**config.mk**
```make
export PLATFORM = sky130hd
export DESIGN_NAME = podule_cycle_ctrl
export DESIGN_NICKNAME = d
export VERILOG_FILES = /design/src/rtl/podule_cycle_ctrl.sv
export SDC_FILE = /design/constraint.sdc
export NUM_CORES = 1
export LEC_CHECK = 0
export CAP_MARGIN = 25
export CORE_AREA = 2 2 74 76
export DETAILED_ROUTE_END_ITERATION = 6
export DIE_AREA = 0 0 76 78
export SYNTH_ARGS = -nofsm -noshare
export SYNTH_HDL_FRONTEND = slang
export SYNTH_SLANG_ARGS = --single-unit
export TNS_END_PERCENT = 30
```
**constraint.sdc**
```tcl
create_clock -name clk -period 6.95 [get_ports clk]
set_clock_uncertainty 0.05 [all_clocks]
set_input_delay 1.39 -clock clk [delete_from_list [all_inputs] [get_ports clk]]
set_output_delay 1.39 -clock clk [all_outputs]
set_load 0.05 [all_outputs]
```
**src/rtl/podule_cycle_ctrl.sv**
```systemverilog
// podule_cycle_ctrl: sequences every host access to the card's on-board
// devices (ROM, Econet, Ethernet, IDE, interrupt status, flash page latch,
// UART). Latches the decoded region, then runs a SETUP / STROBE / HOLD /
// RECOVER sequence with per-region wait states. It drives the device strobes,
// a read-data capture pulse and the host ready handshake. All outputs are
// registered.
module podule_cycle_ctrl #(
    parameter int unsigned ROM_WAIT    = 3,
    parameter int unsigned ECONET_WAIT = 4,
    parameter int unsigned ETH_WAIT    = 2,
    parameter int unsigned IDE_WAIT    = 5,
    parameter int unsigned REG_WAIT    = 0,
    parameter int unsigned UART_WAIT   = 3,
    parameter int unsigned RECOVERY    = 1
) (
    input  logic       clk,
    input  logic       rst,
    input  logic       host_sel,
    input  logic       host_rnw,
    input  logic       rom_cs,
    input  logic       econet_cs,
    input  logic       ethernet_cs,
    input  logic       ide_cs,
    input  logic       interrupt_cs,
    input  logic       fpl_cs,
    input  logic       uart_cs,
    output logic [6:0] dev_sel,
    output logic       dev_rd,
    output logic       dev_wr,
    output logic       rd_latch,
    output logic       host_ready,
    output logic       busy,
    output logic       err
);

    // The wait and recovery counters are 4 bits wide. Any value that does
    // not fit must stop elaboration rather than wrap silently.
    if (ROM_WAIT > 15 || ECONET_WAIT > 15 || ETH_WAIT > 15 || IDE_WAIT > 15 ||
        REG_WAIT > 15 || UART_WAIT > 15 || RECOVERY > 15) begin : g_param_check
        $error("podule_cycle_ctrl: WAIT/RECOVERY parameters must be 0..15");
    end

    localparam int NUM_REGIONS = 7;

    // Strobe wait table, indexed by dev_sel bit position.
    // The interrupt status and flash page latch both use REG_WAIT.
    localparam logic [3:0] WAIT_TBL [0:NUM_REGIONS-1] = '{
        4'(ROM_WAIT),     // 0: rom
        4'(ECONET_WAIT),  // 1: econet
        4'(ETH_WAIT),     // 2: ethernet
        4'(IDE_WAIT),     // 3: ide
        4'(REG_WAIT),     // 4: interrupt status
        4'(REG_WAIT),     // 5: flash page latch
        4'(UART_WAIT)     // 6: uart
    };

    // RECOVER lasts RECOVERY cycles, so its counter is loaded with
    // RECOVERY-1. A zero recovery bypasses the state entirely.
    localparam logic       REC_ZERO = (RECOVERY == 0);
    localparam logic [3:0] REC_LOAD = REC_ZERO ? 4'd0 : 4'(RECOVERY - 1);

    typedef enum logic [2:0] {
        ST_IDLE    = 3'd0,
        ST_SETUP   = 3'd1,
        ST_STROBE  = 3'd2,
        ST_HOLD    = 3'd3,
        ST_RECOVER = 3'd4
    } state_t;

    state_t     state_reg;
    logic [6:0] dev_sel_reg;
    logic       rnw_reg;
    logic [3:0] wait_cnt_reg;
    logic [3:0] rec_cnt_reg;
    logic       dev_rd_reg;
    logic       dev_wr_reg;
    logic       rd_latch_reg;
    logic       host_ready_reg;
    logic       busy_reg;
    logic       err_reg;

    logic [6:0] cs_vec;
    logic       cs_valid;
    logic [3:0] wait_terms [0:NUM_REGIONS-1];
    logic [3:0] wait_load;
    logic       host_abort;

    // Region selects gathered in dev_sel bit order. An access is accepted
    // only when exactly one select is active. Zero or several active
    // selects go down the error path.
    assign cs_vec   = {uart_cs, fpl_cs, interrupt_cs, ide_cs, ethernet_cs, econet_cs, rom_cs};
    assign cs_valid = $onehot(cs_vec);

    // Per-region wait contributions. The latched region is one-hot, so at
    // most one term is non-zero.
    for (genvar gi = 0; gi < NUM_REGIONS; gi++) begin : g_wait_term
        assign wait_terms[gi] = dev_sel_reg[gi] ? WAIT_TBL[gi] : 4'd0;
    end

    // OR-reduce the per-region terms into the counter load value.
    always_comb begin
        wait_load = 4'd0;
        for (int i = 0; i < NUM_REGIONS; i++) begin
            wait_load = wait_load | wait_terms[i];
        end
    end

    // The host abandons a cycle by dropping host_sel before HOLD is reached.
    assign host_abort = !host_sel && (state_reg == ST_SETUP || state_reg == ST_STROBE);

    // Cycle sequencer. Next state and every registered output are updated here.
    always_ff @(posedge clk) begin
        if (rst) begin
            state_reg      <= ST_IDLE;
            dev_sel_reg    <= '0;
            rnw_reg        <= 1'b0;
            wait_cnt_reg   <= '0;
            rec_cnt_reg    <= '0;
            dev_rd_reg     <= 1'b0;
            dev_wr_reg     <= 1'b0;
            rd_latch_reg   <= 1'b0;
            host_ready_reg <= 1'b0;
            busy_reg       <= 1'b0;
            err_reg        <= 1'b0;
        end else begin
            // Single-cycle pulses default low.
            rd_latch_reg <= 1'b0;
            err_reg      <= 1'b0;

            if (host_abort) begin
                // Kill the device access immediately. Nothing is returned
                // to the host, and the bus still gets its recovery time.
                dev_rd_reg   <= 1'b0;
                dev_wr_reg   <= 1'b0;
                dev_sel_reg  <= '0;
                wait_cnt_reg <= '0;
                err_reg      <= 1'b1;
                if (REC_ZERO) begin
                    state_reg <= ST_IDLE;
                    busy_reg  <= 1'b0;
                end else begin
                    state_reg   <= ST_RECOVER;
                    rec_cnt_reg <= REC_LOAD;
                end
            end else begin
                case (state_reg)
                    ST_IDLE: begin
                        if (host_sel) begin
                            busy_reg <= 1'b1;
                            if (cs_valid) begin
                                dev_sel_reg <= cs_vec;
                                rnw_reg     <= host_rnw;
                                state_reg   <= ST_SETUP;
                            end else begin
                                // Unmapped or ambiguous access: complete it
                                // with no strobe so the host does not stall.
                                dev_sel_reg    <= '0;
                                err_reg        <= 1'b1;
                                host_ready_reg <= 1'b1;
                                state_reg      <= ST_HOLD;
                            end
                        end
                    end

                    ST_SETUP: begin
                        state_reg    <= ST_STROBE;
                        wait_cnt_reg <= wait_load;
                        dev_rd_reg   <= rnw_reg;
                        dev_wr_reg   <= !rnw_reg;
                        // A zero-wait region samples its data in the only strobe cycle.
                        rd_latch_reg <= rnw_reg && (wait_load == 4'd0);
                    end

                    ST_STROBE: begin
                        if (wait_cnt_reg == 4'd0) begin
                            state_reg      <= ST_HOLD;
                            dev_rd_reg     <= 1'b0;
                            dev_wr_reg     <= 1'b0;
                            host_ready_reg <= 1'b1;
                        end else begin
                            wait_cnt_reg <= wait_cnt_reg - 4'd1;
                            // Capture in the last strobe cycle, while the
                            // device is still driving data.
                            rd_latch_reg <= rnw_reg && (wait_cnt_reg == 4'd1);
                        end
                    end

                    ST_HOLD: begin
                        if (!host_sel) begin
                            host_ready_reg <= 1'b0;
                            dev_sel_reg    <= '0;
                            if (REC_ZERO) begin
                                state_reg <= ST_IDLE;
                                busy_reg  <= 1'b0;
                            end else begin
                                state_reg   <= ST_RECOVER;
                                rec_cnt_reg <= REC_LOAD;
                            end
                        end
                    end

                    ST_RECOVER: begin
                        // host_sel is ignored here. A new access is only
                        // accepted from IDLE.
                        if (rec_cnt_reg == 4'd0) begin
                            state_reg <= ST_IDLE;
                            busy_reg  <= 1'b0;
                        end else begin
                            rec_cnt_reg <= rec_cnt_reg - 4'd1;
                        end
                    end

                    default: begin
                        state_reg      <= ST_IDLE;
                        dev_sel_reg    <= '0;
                        dev_rd_reg     <= 1'b0;
                        dev_wr_reg     <= 1'b0;
                        host_ready_reg <= 1'b0;
                        busy_reg       <= 1'b0;
                    end
                endcase
            end
        end
    end

    assign dev_sel    = dev_sel_reg;
    assign dev_rd     = dev_rd_reg;
    assign dev_wr     = dev_wr_reg;
    assign rd_latch   = rd_latch_reg;
    assign host_ready = host_ready_reg;
    assign busy       = busy_reg;
    assign err        = err_reg;

endmodule
```
==> out/qor.yml, run 1 <==
status: "finished clean"
cp_common_cell: "fa_1"
critPathArrivalTime_ns: 5.10
clock-root-buffer: "clkbuf_8"
yosys.area.top_type: "dfxtp_1"
synthFlopType: "dfxtp_1"
endpoint_kind: "flip-flop"
fill_cells: 537
vias: 1297
finalPower_uw: 370
routedWlPerCell_um: 12.7
r2r-start: "state_reg[2]"
cpMaxStageDelayCell: "nor4_2"
cts_tree: "yes"
grt_max_degree: 22
peakVddDrop_mv: 0.0947
yosysMostFrequentCell: "dfxtp_1"
die_h_um: 78
hold_viol_final: 0
grt_pass1_wl_mm: 6.26
gr-total-overflow: 0
synthArstFlopShare_pct: 0
path_clk_slew_ns: 0.09
synth-warning-count: 0
grtUsageTotal_pct: 12.7
cp_max_fo: 9
cts_sinks: 25
seq_area_frac_synth_pct: 33.6
fin_crit_sh_pct: 71.3
worstPathCellList: "clkdlybuf4s50_1, inv_1, fa_1, fa_1, fa_1, inv_1, fa_1, or3_4, nor4_2, nand3_1, a21oi_1"
syn_inst: 175
synth_top_area_share_pct: 33.6
syn-cell-area_um2: 1490
crit_required_ns: 7.10
fmax_mhz: 202
cts_made_buffers: 3
hp-start: "dev_sel[5]"
nets: 213
cp-start-kind: "input port"
timing.final.max_slew_violations: 0
synthesis.nets: 193
area_growth_pct: 21.3
cts-hold-fix-buffers: 0
cts_buffer_depth: 2
avgViaCountPerCell: 4.91
final.min_clock_period_ns: 4.96
synth_enable_flop_cells: 0
tightestPinTransition_ns: 0.779
dp_hpwl_mm: 2.45
synthDistinctLibCells: 50
hold-worst-slack_ns: 0.409
synth.area.top_cells: "dfxtp_1, a21oi_1, fa_1, inv_1, nand2_1"
gp_congestion: 0.789
port_buffers: 23
antenna_found_initial: 0
largest_reg_flops: 7
core_um2: 5040
slew_headroom_pct: 48.0
drt-initial-drc-count: 67
power.density_nw_per_um2: 205
die_area_um2: 5930
clk-insertion-delay-late_ns: 0.27
startpoint: "rom_cs"
ys_ff_latch: 25
max_stage_delay_ns: 0.57
cts_resized: 0
post-route-util_pct: 35.9
die_x_um: 76
grt_pass1_vias: 1333
postRouteAntennaNets: 0
firstDrtPassIters: 4
drive_gt1_share_pct: 9.28
synth_area_per_cell_um2: 8.52
antennaDiodeCount: 0
synth_common_cells: "dfxtp_1, a21oi_1, inv_1"
cts_setup_buffers: 0
hold_path_class: "reg -> reg"
finalSetupViolations: 0
crit_type: "in -> reg"
drv_cap: 0
rows: 26
tns_ns: 0
boundaryPins: 24
routed_wl_mm: 3.36
rsz0062_at_grt: "no"
htree_levels: 1
p_leak_nw: 0.637
start_util_pct: 29.6
drc: 0
==> path summary, 6_finish.rpt <==
check	to	slack (ns)	depth (start not counted)
worst min register to register	dev_sel[5]	0.41	2
worst min-delay path	dev_sel[5]	0.41	2
worst max-delay path	dev_sel[3]	1.99	11
worst max register to register	rec_cnt_reg[3]	4.81	4
==> critical path, delay by kind of cell <==
kind	cells	cell delay [ns]
adders and majority gates	4	1.73
and+or+nand+nor	3	1.20
buffers and inverters	3	0.60
AOI/OAI and AO/OA	1	0.17
==> layout make-up <==
| class | count | area, um2 | share of cell area (%) |
|---|---|---|---|
| clock buffer | 4 | 45.0 | 2.49 |
| inverter | 16 | 60.1 | 3.32 |
| multi-input combinational | 126 | 885 | 48.9 |
| sequential | 25 | 500 | 27.7 |
| tap | 70 | 87.6 | 4.84 |
| timing repair buffer | 23 | 230 | 12.7 |
==> report_power, final <==
part / leakage, nW / total (mW) / switching [mW] / internal [mW]
clock: 0.0228 / 0.0878 / 0.0468 / 0.0410
sequential: 0.203 / 0.168 / 0.0166 / 0.152
combinational: 0.411 / 0.114 / 0.0662 / 0.0476
total: 0.637 / 0.370 / 0.130 / 0.241
==> cell usage in the layout (no fill, tap or decap), types with 2 or more instances in the layout <==
cell type,n
dfxtp_1,25
clkdlybuf4s50_1,23
a21oi_1,21
inv_1,16
nand2_1,13
nor2_1,11
nand3_1,9
o21ai_0,6
nand2b_1,5
nor2b_1,4
nor3_1,4
fa_1,4
nor3b_1,3
mux2i_1,3
or3_1,3
ha_1,3
clkbuf_8,3
nand3b_1,2
a31oi_1,2
a211oi_1,2
and2_1,2
nor4_2,2
o21ba_2,2
==> through the flow <==
step	worst slack [ns]	instances	instance area [um2]
floorplan	2.46	175	1490
global placement	1.74	260	1760
detailed placement	1.71	260	1760
CTS	1.98	264	1810
global route	1.75	264	1810
finish	1.99	264	1810
==> cell families (layout without fill, tap and decap cells) <==
kind of cell / count (synthesis) / count (layout) / share of synthesized area, %
and+or+nand+nor: 69 / 69 / 27.9
buffers and inverters: 24 / 43 / 7.05
AOI/OAI and AO/OA: 46 / 46 / 20.8
DFF: 25 / 25 / 33.6
adders and majority gates: 7 / 7 / 7.89
muxes: 4 / 4 / 2.77
==> metal layers <==
| layer | routed length (um) | GRT usage (%) | part of all wire (%) |
|---|---|---|---|
| met1 | 1630 | 16.8 | 49 |
| met4 | 38 | 3.82 | 1.1 |
| met5 | 0 | 0 | 0 |
| met2 | 1530 | 21.0 | 46 |
| met3 | 157 | 2.56 | 4.7 |
Power figures use the tool's default switching activity.
==> inputs of run 2 (changes only) <==
==> constraint.sdc (replaced) <==
create_clock -name clk -period 5.18 [get_ports clk]
set_clock_uncertainty 0.05 [all_clocks]
set_input_delay 1.036 -clock clk [delete_from_list [all_inputs] [get_ports clk]]
set_output_delay 1.036 -clock clk [all_outputs]
set_load 0.05 [all_outputs]
==> run 2 against run 1 <==
  * Sequential share of layout area fell by 0.11 points
  * Critical path depth rose by 1
  * Critical path type unchanged
  * First-iteration DRC count fell by 51%
  * Clock power rose by 38%
  * Setup slack got worse by 1.1 ns
  * Global-route usage fell by 0.18 points
  * Clock-buffer cell count did not move
  * Power rose by 36%
  * Non-clock buffer count rose by 1
  * Utilization rose by 0.15 points
  * Flip-flop and latch count did not move
  * Highest routed layer unchanged
==> out/qor.yml, run 2 (same netlist as run 1, synthesis figures left out) <==
multiInputGateArea_um2: 885  # unchanged
crit_type: "in -> reg"
nets: 214  # +0.47%
cts_tree: "yes"
rsz0062_at_grt: "no"
antennaDiodeCount: 0  # unchanged
fin_crit_sh_pct: 82.2
dr_wl_met2_mm: 1.52  # -0.65%
clock-root-buffer: "clkbuf_8"
tightestPinTransition_ns: 0.779  # +0.0000761 ns
cts_made_buffers: 3  # unchanged
cp_max_fo: 9  # unchanged
cts_buffer_depth: 2  # unchanged
power.density_nw_per_um2: 276  # +35%
start_util_pct: 29.6  # unchanged
clk-insertion-delay-late_ns: 0.27  # about the same
slew_headroom_pct: 48.0  # about the same
peakVddDrop_mv: 0.147  # +55%
hold_path_class: "reg -> reg"
antenna_found_initial: 0  # unchanged
wl_met1_mm: 1.62  # -0.86%
r2r_cells: 4  # unchanged
critPathArrivalTime_ns: 4.41  # -0.69 ns
hold_viol_final: 0  # unchanged
drt-initial-drc-count: 33  # -51%
die_x_um: 76  # unchanged
final_cell_mix: "dfxtp_1, clkdlybuf4s50_1, a21oi_1"
startpoint: "rom_cs"
cts_sinks: 25  # unchanged
dp_hpwl_mm: 2.40  # -2.1%
grtUsageTotal_pct: 12.5  # -0.18 points
cts_resized: 0  # unchanged
path_clk_slew_ns: 0.09  # about the same
layout_commonest_cell: "dfxtp_1"
post-route-util_pct: 36.0  # +0.15 points
dr.max_layer_used: "met4"
worst_hold_path.num_cells: 2  # unchanged
die_h_um: 78  # unchanged
regArea_um2: 500  # unchanged
timing.final.max_slew_violations: 0  # unchanged
p_leak_nw: 0.642  # +0.84%
drc: 0  # unchanged
fill_cells: 526  # -2.0%
die_area_um2: 5930  # unchanged
hp-start: "dev_sel[5]"
final.min_clock_period_ns: 4.26
crit_required_ns: 5.33  # -1.77 ns
core_um2: 5040  # unchanged
ff2ff_setup_slack_ns: 3.04  # -1.77 ns
r2r-start: "state_reg[2]"
port_buffers: 23  # unchanged
cts_setup_buffers: 0  # unchanged
grt_pass1_wl_mm: 6.17  # -1.4%
boundaryPins: 24  # unchanged
drv_cap: 0  # unchanged
endpoint_kind: "flip-flop"
grt_max_degree: 22  # unchanged
htree_levels: 1  # unchanged
avgViaCountPerCell: 4.91  # about the same
routed_wl_mm: 3.33  # -0.71%
finalPower_uw: 502  # +36%
r2r-end: "rec_cnt_reg[3]"
wl_met3_um: 158  # +0.64%
cts-hold-fix-buffers: 0  # unchanged
routedWlPerCell_um: 12.6  # -1.1%
finalSetupViolations: 0  # unchanged
largest_reg_flops: 7  # unchanged
hold_path_end: "dev_sel[5]"
status: "finished clean"
cp-start-kind: "input port"
gp_congestion: 0.809  # +2.6%
rows: 26  # unchanged
fmax_mhz: 235
drive_gt1_share_pct: 9.74  # +0.47 points
tns_ns: 0  # unchanged
postRouteAntennaNets: 0  # unchanged
grt_pass1_vias: 1335  # +0.15%
gr-total-overflow: 0  # unchanged
firstDrtPassIters: 4  # unchanged
area_growth_pct: 21.8
vias: 1302  # +0.39%
run 2: changes by cell type in the layout (fill, tap and decap cells not counted):
cell,change
buf_4,+1
run 2: layout make-up:
cell class                 count  area share (%)
inverter                      16            3.31
tap                           70            4.82
sequential                    25            27.6
timing repair buffer          24            13.1
multi-input combinational    126            48.7
clock buffer                   4            2.48
run 2: how the worst max path moves through the flow:
| stage | to | slack, ns | cells after the start |
|---|---|---|---|
| final | dev_sel[3] | 0.92 | 12 |
| after global routing | dev_sel[5] | 0.71 | 12 |
| after CTS | dev_sel[2] | 0.91 | 12 |
| after detailed placement | dev_sel[2] | 0.63 | 12 |
| after global placement | dev_sel[5] | 0.67 | 12 |
| after floorplan | rnw_reg | 1.05 | 10 |
run 2: worst max-delay path, stage by stage:
cell	delay, ns
clkdlybuf4s50_1	0.48
inv_1	0.06
fa_1	0.54
fa_1	0.43
fa_1	0.37
inv_1	0.07
fa_1	0.40
or3_4	0.42
nor4_2	0.15
buf_4	0.20
nand3_1	0.09
a21oi_1	0.16
run 2: report_power, final:
group          switching, mW  internal, mW  total [mW]
sequential            0.0223         0.204       0.226
clock                 0.0654        0.0551       0.121
combinational         0.0894        0.0659       0.155
run 2: metal layers:
layer | track usage [%] | vias to the layer above
li1 | - | 660
met4 | 4.55 | 0
met3 | 2.21 | 4
met1 | 16.2 | 611
met5 | 0 | -
met2 | 21.0 | 27
run 2: per-stage QoR:
step	area [um2]	hold WS (ns)	setup slack, ns	std cells
6_report	1820	0.413	0.920	265
3_3_place_gp	1770	0.393	0.668	261
5_1_grt	1820	0.440	0.706	265
4_1_cts	1820	0.412	0.913	265
3_5_place_dp	1770	0.397	0.635	261
2_1_floorplan	1490	0.416	1.05	175
